--- src/rtl/psram_pkg.sv ---
`default_nettype none
// ============================================================================
// psram_pkg : opcodes, state encoding and byte-select helper for psram_cmd_seq
// Revision  : 1.0
// ============================================================================
package psram_pkg;

    localparam logic [7:0] OP_WRITE = 8'h02;
    localparam logic [7:0] OP_READ  = 8'h03;
    localparam logic [2:0] LAST_IDX = 3'd4;

    typedef enum logic [2:0] {
        IDLE      = 3'd0,
        CS_SETUP  = 3'd1,
        ISSUE     = 3'd2,
        WAIT_BYTE = 3'd3,
        CS_HOLD   = 3'd4,
        DONE      = 3'd5
    } state_e;

    // Frame layout: opcode, address MSB..LSB, then payload (write) or dummy (read).
    function automatic logic [7:0] cmd_byte(input logic        we,
                                            input logic [23:0] addr,
                                            input logic [7:0]  wdata,
                                            input logic [2:0]  idx);
        logic [7:0] b;
        case (idx)
            3'd0:    b = we ? OP_WRITE : OP_READ;
            3'd1:    b = addr[23:16];
            3'd2:    b = addr[15:8];
            3'd3:    b = addr[7:0];
            3'd4:    b = we ? wdata : 8'h00;
            default: b = 8'h00;
        endcase
        return b;
    endfunction

endpackage
`default_nettype wire

--- src/rtl/psram_cmd_seq.sv ---
`default_nettype none
// ============================================================================
// psram_cmd_seq : single-byte PSRAM read/write sequencer driving an SPI byte engine
// Revision      : 1.0
// ============================================================================
module psram_cmd_seq
    import psram_pkg::*;
#(
    parameter int unsigned CS_SETUP_CYC = 2,
    parameter int unsigned CS_HOLD_CYC  = 2
) (
    input  logic        clk,
    input  logic        rst,
    input  logic        req,
    input  logic        we,
    input  logic [23:0] addr,
    input  logic [7:0]  wdata,
    output logic        ready,
    output logic        done,
    output logic [7:0]  rdata,
    output logic        cs_n,
    output logic        spi_start,
    output logic [7:0]  spi_data_in,
    input  logic [7:0]  spi_data_out,
    input  logic        spi_busy,
    input  logic        spi_new_data
);

    // Terminal counts; only meaningful when the matching parameter is non-zero.
    localparam logic [7:0] SETUP_LAST = 8'(CS_SETUP_CYC - 1);
    localparam logic [7:0] HOLD_LAST  = 8'(CS_HOLD_CYC - 1);

    state_e      state_q, state_d;
    logic        we_q, we_d;
    logic [23:0] addr_q, addr_d;
    logic [7:0]  wdata_q, wdata_d;
    logic [2:0]  idx_q, idx_d;
    logic [7:0]  cnt_q, cnt_d;
    logic        cs_n_q, cs_n_d;
    logic        spi_start_q, spi_start_d;
    logic [7:0]  spi_data_in_q, spi_data_in_d;
    logic [7:0]  rdata_q, rdata_d;

    always_ff @(posedge clk or posedge rst) begin
        if (rst) begin
            state_q       <= IDLE;
            we_q          <= 1'b0;
            addr_q        <= 24'h0;
            wdata_q       <= 8'h00;
            idx_q         <= 3'd0;
            cnt_q         <= 8'd0;
            cs_n_q        <= 1'b1;
            spi_start_q   <= 1'b0;
            spi_data_in_q <= 8'h00;
            rdata_q       <= 8'h00;
        end else begin
            state_q       <= state_d;
            we_q          <= we_d;
            addr_q        <= addr_d;
            wdata_q       <= wdata_d;
            idx_q         <= idx_d;
            cnt_q         <= cnt_d;
            cs_n_q        <= cs_n_d;
            spi_start_q   <= spi_start_d;
            spi_data_in_q <= spi_data_in_d;
            rdata_q       <= rdata_d;
        end
    end

    always_comb begin
        state_d       = state_q;
        we_d          = we_q;
        addr_d        = addr_q;
        wdata_d       = wdata_q;
        idx_d         = idx_q;
        cnt_d         = cnt_q;
        cs_n_d        = cs_n_q;
        spi_start_d   = 1'b0;
        spi_data_in_d = spi_data_in_q;
        rdata_d       = rdata_q;

        case (state_q)
            IDLE: begin
                if (req) begin
                    we_d    = we;
                    addr_d  = addr;
                    wdata_d = wdata;
                    idx_d   = 3'd0;
                    cnt_d   = 8'd0;
                    cs_n_d  = 1'b0;
                    state_d = (CS_SETUP_CYC == 0) ? ISSUE : CS_SETUP;
                end
            end
            CS_SETUP: begin
                if (cnt_q == SETUP_LAST) begin
                    cnt_d   = 8'd0;
                    state_d = ISSUE;
                end else begin
                    cnt_d = cnt_q + 8'd1;
                end
            end
            ISSUE: begin
                if (!spi_busy) begin
                    spi_start_d   = 1'b1;
                    spi_data_in_d = cmd_byte(we_q, addr_q, wdata_q, idx_q);
                    state_d       = WAIT_BYTE;
                end
            end
            WAIT_BYTE: begin
                if (spi_new_data) begin
                    if (idx_q == LAST_IDX) begin
                        idx_d = 3'd0;
                        // Only the byte clocked back during the dummy slot is read data.
                        if (!we_q) begin
                            rdata_d = spi_data_out;
                        end
                        if (CS_HOLD_CYC == 0) begin
                            cs_n_d  = 1'b1;
                            state_d = DONE;
                        end else begin
                            cnt_d   = 8'd0;
                            state_d = CS_HOLD;
                        end
                    end else begin
                        idx_d   = idx_q + 3'd1;
                        state_d = ISSUE;
                    end
                end
            end
            CS_HOLD: begin
                if (cnt_q == HOLD_LAST) begin
                    cnt_d   = 8'd0;
                    cs_n_d  = 1'b1;
                    state_d = DONE;
                end else begin
                    cnt_d = cnt_q + 8'd1;
                end
            end
            DONE: begin
                state_d = IDLE;
            end
            default: begin
                cs_n_d  = 1'b1;
                state_d = IDLE;
            end
        endcase
    end

    assign ready       = (state_q == IDLE);
    assign done        = (state_q == DONE);
    assign rdata       = rdata_q;
    assign cs_n        = cs_n_q;
    assign spi_start   = spi_start_q;
    assign spi_data_in = spi_data_in_q;

endmodule
`default_nettype wire

--- config.mk ---
export PLATFORM = sky130hd
export DESIGN_NAME = psram_cmd_seq
export DESIGN_NICKNAME = d
export VERILOG_FILES = /design/src/rtl/psram_pkg.sv /design/src/rtl/psram_cmd_seq.sv
export SDC_FILE = /design/constraint.sdc
export NUM_CORES = 1
export LEC_CHECK = 0
export BUFFER_PORTS_ARGS = -buffer_cell sky130_fd_sc_hd__buf_2
export CAP_MARGIN = 20
export CELL_PAD_IN_SITES_DETAIL_PLACEMENT = 0
export CELL_PAD_IN_SITES_GLOBAL_PLACEMENT = 2
export CORE_ASPECT_RATIO = 1.25
export CORE_UTILIZATION = 39
export DETAILED_ROUTE_END_ITERATION = 10
export PLACE_DENSITY = 0.82
export SKIP_CTS_REPAIR_TIMING = 1
export SYNTH_ARGS = -nofsm -noshare
export SYNTH_HDL_FRONTEND = slang
export SYNTH_SLANG_ARGS = --single-unit
--- constraint.sdc ---
create_clock -name clk -period 3.6 [get_ports clk]
set_input_delay 0.18 -clock clk [delete_from_list [all_inputs] [get_ports clk]]
set_output_delay 0.18 -clock clk [all_outputs]
set_load 0.1 [all_outputs]
# --- Word-level counts from Yosys, hierarchy flattened ---
# Cells that the tools add are included.
totals:
  reg_bits: 65
  latch_bits: 0
  mem_bits_rw: 0
  rom_bits: 0
  inputBits: 46
  word_cells: 68
  mem_count: 0
op_classes:
  n_addsub: 2
  n_mul: 0
  n_div: 0
  n_lt_le_gt_ge: 0
  n_eq_ne: 16
  n_shift: 0
  muxes: 24
  bitwise: 3
  n_reduce_logical: 13
ops:
  columns: ["operator", "count"]
  rows:
  - ["$mux W8", 5]
  - ["$pmux W8 S5", 1]
  - ["$mux W3", 9]
  - ["$pmux W8 S3", 1]
  - ["$pmux W3 S5", 1]
  - ["$eq A3 B2 Y1 const B", 4]
  - ["$ne A2 B2 Y1 const B", 6]
  - ["$eq A3 B3 Y1 const B", 3]
  - ["$add A8 B1 Y8 const B", 1]
  - ["$eq A8 B1 Y1 const B", 1]
  - ["$reduce_and A4 Y1", 2]
  - ["$eq A3 B1 Y1 const B", 2]
  - ["$logic_not A3 Y1", 2]
  - ["$pmux W3 S2", 1]
  - ["$reduce_and A3 Y1", 2]
  - ["$mux W1", 5]
  - ["$reduce_and A5 Y1", 1]
  - ["$reduce_and A2 Y1", 2]
  - ["$reduce_or A4 Y1", 1]
  - ["$add A3 B1 Y3 const B", 1]
  - ["$not A1 Y1", 3]
  - ["$pmux W1 S3", 1]
  - ["$reduce_bool A3 Y1", 1]
  - ["$reduce_bool A2 Y1", 1]
  - ["$reduce_or A2 Y1", 1]

# --- Logic depth before layout (Yosys ltp) ---
depth:
  ltp_word: 4
  depth_mapped: 7

# --- Least setup slack after synthesis ---
# OpenSTA, ideal clock, no wires.
synth_path:
  kind: "reg2reg"
  start: "reg state_q[0]"
  end: "reg addr_q[0]"
  setup_time_ns: 0.125
  arrival_ns: 2.590
  required_time_ns: 3.475
  slack_ns: 0.885
  path_stages_with_launch: 7
  n_path_buf: 3
  period_less_slack_ns: 2.715
  cell_sequence: "dfrtp_1 buf_4 nor3_2 and2_1 buf_4 buf_6 mux2_4"
synth_via:
  elab_chain_cells: 2
synth_rtl:
  columns: ["element", "line_no", "text"]
  rows:
  - ["start, declared", "psram_cmd_seq.sv:33", "state_e state_q, state_d;"]
  - ["start signal, assigned", "psram_cmd_seq.sv:57", "state_q <= state_d;"]
  - ["$logic_not A3 Y1", null, null]
  - ["via ready", "psram_cmd_seq.sv:18", "output logic ready,"]
  - ["$reduce_and A2 Y1 (no source line)", null, null]
  - ["end signal, assigned", "psram_cmd_seq.sv:59", "addr_q <= addr_d;"]
  - ["end, declared", "psram_cmd_seq.sv:35", "logic [23:0] addr_q, addr_d;"]
# The timed path passes the listed nets, and every way through them passes these cells.
# A chain may end at the register's enable or synchronous reset.

# --- Worst setup path after layout ---
layout_path:
  start: "reg state_q[0]"
  end: "reg addr_q[17]"
layout_via:
  elab_chain_cells: 2
layout_rtl:
  columns: ["element", "line_no", "text"]
  rows:
  - ["$logic_not A3 Y1", "psram_cmd_seq.sv:82", "case (state_q)"]
  - ["$reduce_and A2 Y1 (no source line)", null, null]
# Every way passes these cells.

==> impl.org <==
** Clock network
- Clock-pin slew reported for the worst setup and hold paths after clock tree synthesis :: 70 ps
- CTS Buf Count :: 9
- The tree built by TritonCTS fans out to 65 sinks.
- Max Root-Sink Buffers :: 2
- The clock reaches the later pin of the worst-skew pair after 330 ps.
- TritonCTS built the clock tree.
- The cell sitting at the root of the clock tree is a sky130_fd_sc_hd__clkbuf_8.
- Max H-tree Level :: 3

** Worst setup path
- Together, buffers and inverters on the worst path number 0.
- The worst setup path is captured at a flop.
- Cell depth of the worst setup path :: 3
- STA classifies the critical path startpoint as a flop.
- Cell type group with the largest total delay on the critical path :: simple AND/OR/NAND/NOR gates
- Worst endpoint data arrival time :: 2450 ps
- Walking the worst path, the cells encountered are nor3_2 > and2_2 > mux2_2.
- FF-to-FF path depth :: 3
- Worst Path Max Fanout :: 34
- The critical path is of the flop to flop type.
- Slowest cell delay on critical path :: 860 ps
- Data on the critical path is required at its endpoint by 3820 ps.
- Slowest-stage cell, CP :: sky130_fd_sc_hd__and2_2

** Synthesis
- Net count after synthesis :: 307
- Number of enable flip-flop cells after synthesis :: 0
- Fraction of registers with async set/reset :: 1.00
- A synthesized cell averages 12.4 um2.
- Yosys printed 0 warnings.
- The most used flip-flop cell after synthesis is sky130_fd_sc_hd__dfrtp_1.
- Area share of the largest cell type after synthesis :: 0.508
- Top cell type by total area after synthesis :: sky130_fd_sc_hd__dfrtp_1
- After synthesis the netlist holds a flip-flop and latch count of 65.
- In the synthesized netlist, the cells that appear most often are 64 x sky130_fd_sc_hd__dfrtp_1, 28 x sky130_fd_sc_hd__mux2_4, 25 x sky130_fd_sc_hd__nand2_1.
- The share of the Yosys chip area taken by registers is 0.516.
- Number of distinct standard cells referenced by the synthesized netlist :: 43
- Post-synthesis instance area :: 0.00315 mm2
- Post-Synthesis Cells :: 254
- Count leader, synth :: sky130_fd_sc_hd__dfrtp_1
- Yosys attributes the largest share of cell area to sky130_fd_sc_hd__dfrtp_1 51%, sky130_fd_sc_hd__mux2_4 13%, sky130_fd_sc_hd__mux2_2 4.6%.

** Floorplan
- The core region is 0.00784 mm2.
- Die width :: 82.4 um
- Number of top-level pins :: 66
- Die H :: 103 um
- In this run the core area contains 36 standard-cell rows.
- Total Die Area :: 0.00845 mm2
- Initial Utilization :: 0.402

** Power and ir drop
- Power density over the cells :: 882 mW/mm2
- Final Total Pwr :: 3.24 mW
- Across the VDD grid, the largest voltage drop is 0.697 mV.
- Leakage power :: 1.78 nW

** Cells and area
- For this run, the post-layout net count is 371.
- ANT cells :: 0
- Layout overhead on the synthesized area :: 16.4%
- Share of layout cells above drive strength 1 :: 0.398

** Placed design
- Last weighted congestion value of the routability-driven placer :: 0.736
- Count of input and output buffers :: 65
- At the placement stage, the worst setup path has a slack of 1360 ps.
- The HPWL after detailed placement is 4530 um.

** Global route
- The via count of the first global-routing pass came to 2,094.
- The initial antenna violation count is 0.
- The first global-routing pass estimated 10,300 um of wire.
- Remaining Overflow, GRT :: 0
- Entering global routing, the biggest net connects 44 pins.
- In the global route stage, overall resource usage came out at 0.166.

** Route
- Residual DRC :: 0
- For this run, the detailed router's first-pass iteration total came to 4.
- DRC violation total after the first TritonRoute iteration :: 84
- The final layout contains routed wiring with a total length of 6500 um.
- After detailed routing, the average wire length per cell comes to 15.6 um.
- Via density per instance :: 5.15
- Residual antenna-violating net count after detailed routing :: 0
- Vias :: 2,148

** Timing
- Maximum frequency from static timing analysis :: 449 MHz
- The number of pins exceeding their max-slew limit in the final report is 0.
- Number of hold violations in the final report :: 0
- After layout, the minimum clock period comes to 2230 ps.
- Setup violations, final :: 0
- Transition time at the pin with the least slew margin :: 1040 ps
- In the final timing run, aggregate negative setup slack is 0 ps.
- Hold is met by 37.5 ps.
- Across the routed clock network, the largest skew measured is 5.00 ps.
- Setup repair after global routing left no endpoint under its margin.
- Final critical-path share of the clock period :: 0.619
- Post-route setup slack :: 1370 ps
- Slew margin rel. :: 0.309

** Run status
- Outcome :: completed

** Flow run
- Number of violations of the max-capacitance limit :: 0

** Min path
- In this run the worst hold path is classified as input pin to asynchronous set/reset pin.
[through the flow]
stage,util,instance area (um2),std cells
floorplan,-,3150,254
global placement,0.448,3510,402
detailed placement,0.448,3510,402
CTS,0.468,3670,417
global route,0.468,3670,417
finish,0.468,3670,417
[layout by cell type, fill, tap and decap left out, types with 3 or more instances in the layout]
cell type,instances
sky130_fd_sc_hd__nor2b_1,4
sky130_fd_sc_hd__nand3_1,5
sky130_fd_sc_hd__nand2_1,25
sky130_fd_sc_hd__nor2_1,10
sky130_fd_sc_hd__o21ai_0,13
sky130_fd_sc_hd__a22o_1,9
sky130_fd_sc_hd__ha_1,7
sky130_fd_sc_hd__mux2_2,13
sky130_fd_sc_hd__a222oi_1,7
sky130_fd_sc_hd__buf_2,65
sky130_fd_sc_hd__dfrtp_1,64
sky130_fd_sc_hd__clkbuf_8,10
sky130_fd_sc_hd__nor3_1,4
sky130_fd_sc_hd__mux2_4,28
sky130_fd_sc_hd__inv_1,10
sky130_fd_sc_hd__a21oi_1,8
sky130_fd_sc_hd__xnor2_1,3
[state kept, by name (all words and copies together), names as in the netlist]
name / flops
cs_n: 1
addr_q: 24
idx_q: 3
rdata: 8
wdata_q: 8
cnt_q: 8
spi_data_in: 8
spi_start: 1
state_q: 3
we_q: 1
[area by class of cell]
class                   count  area, um2
well taps                  95        119
clock buffers              12        145
clock inverters             3       17.5
fillers                   748       4170
inverters                  11       41.3
repair buffers             66        333
multi-input cells         165       1390
flip-flops and latches     65       1630
[worst register-to-register path: stages, from the launching register on]
cell	delay, ps
sky130_fd_sc_hd__dfrtp_1	570
sky130_fd_sc_hd__nor3_2	240
sky130_fd_sc_hd__and2_2	860
sky130_fd_sc_hd__mux2_2	440
[metal layers]
| layer | global-route usage | part of all wire | vias up |
|---|---|---|---|
| li1 | - | - | 1044 |
| met1 | 0.220 | 0.47 | 1048 |
| met2 | 0.254 | 0.46 | 48 |
| met3 | 0.0460 | 0.054 | 8 |
| met4 | 0.0729 | 0.014 | 0 |
| met5 | 0 | 0 | - |
[path summary, 6_finish.rpt]
| kind | start | endpoint | slack (ps) |
|---|---|---|---|
| worst max-delay path | state_q[0] | addr_q[17] | 1370 |
| worst min-delay path | rst | spi_data_in[6] | 40 |
| max in group asynchronous | rst | cs_n | 2650 |
| worst max register to register | state_q[0] | addr_q[17] | 1370 |
| worst min register to register | spi_data_in[5] | spi_data_in[5] | 500 |
| min in group clk | we | we_q | 50 |
[kinds of logic after synthesis]
family | after synthesis | synth area share
fa+ha+maj | 7 | 0.0278
xor+xnor | 3 | 0.00833
mux | 41 | 0.180
flops | 65 | 0.516
buf+inv | 24 | 0.0440
simple gates | 63 | 0.107
compound gates | 51 | 0.117
[power breakdown]
part           switching, mW  total (mW)  leakage, nW  internal [mW]
clock network          0.271       0.534       0.0822          0.263
logic                  0.889        1.46        0.888          0.571
registers              0.224        1.24        0.815           1.02
total                   1.38        3.24         1.78           1.86
Power figures use the tool's default switching activity.
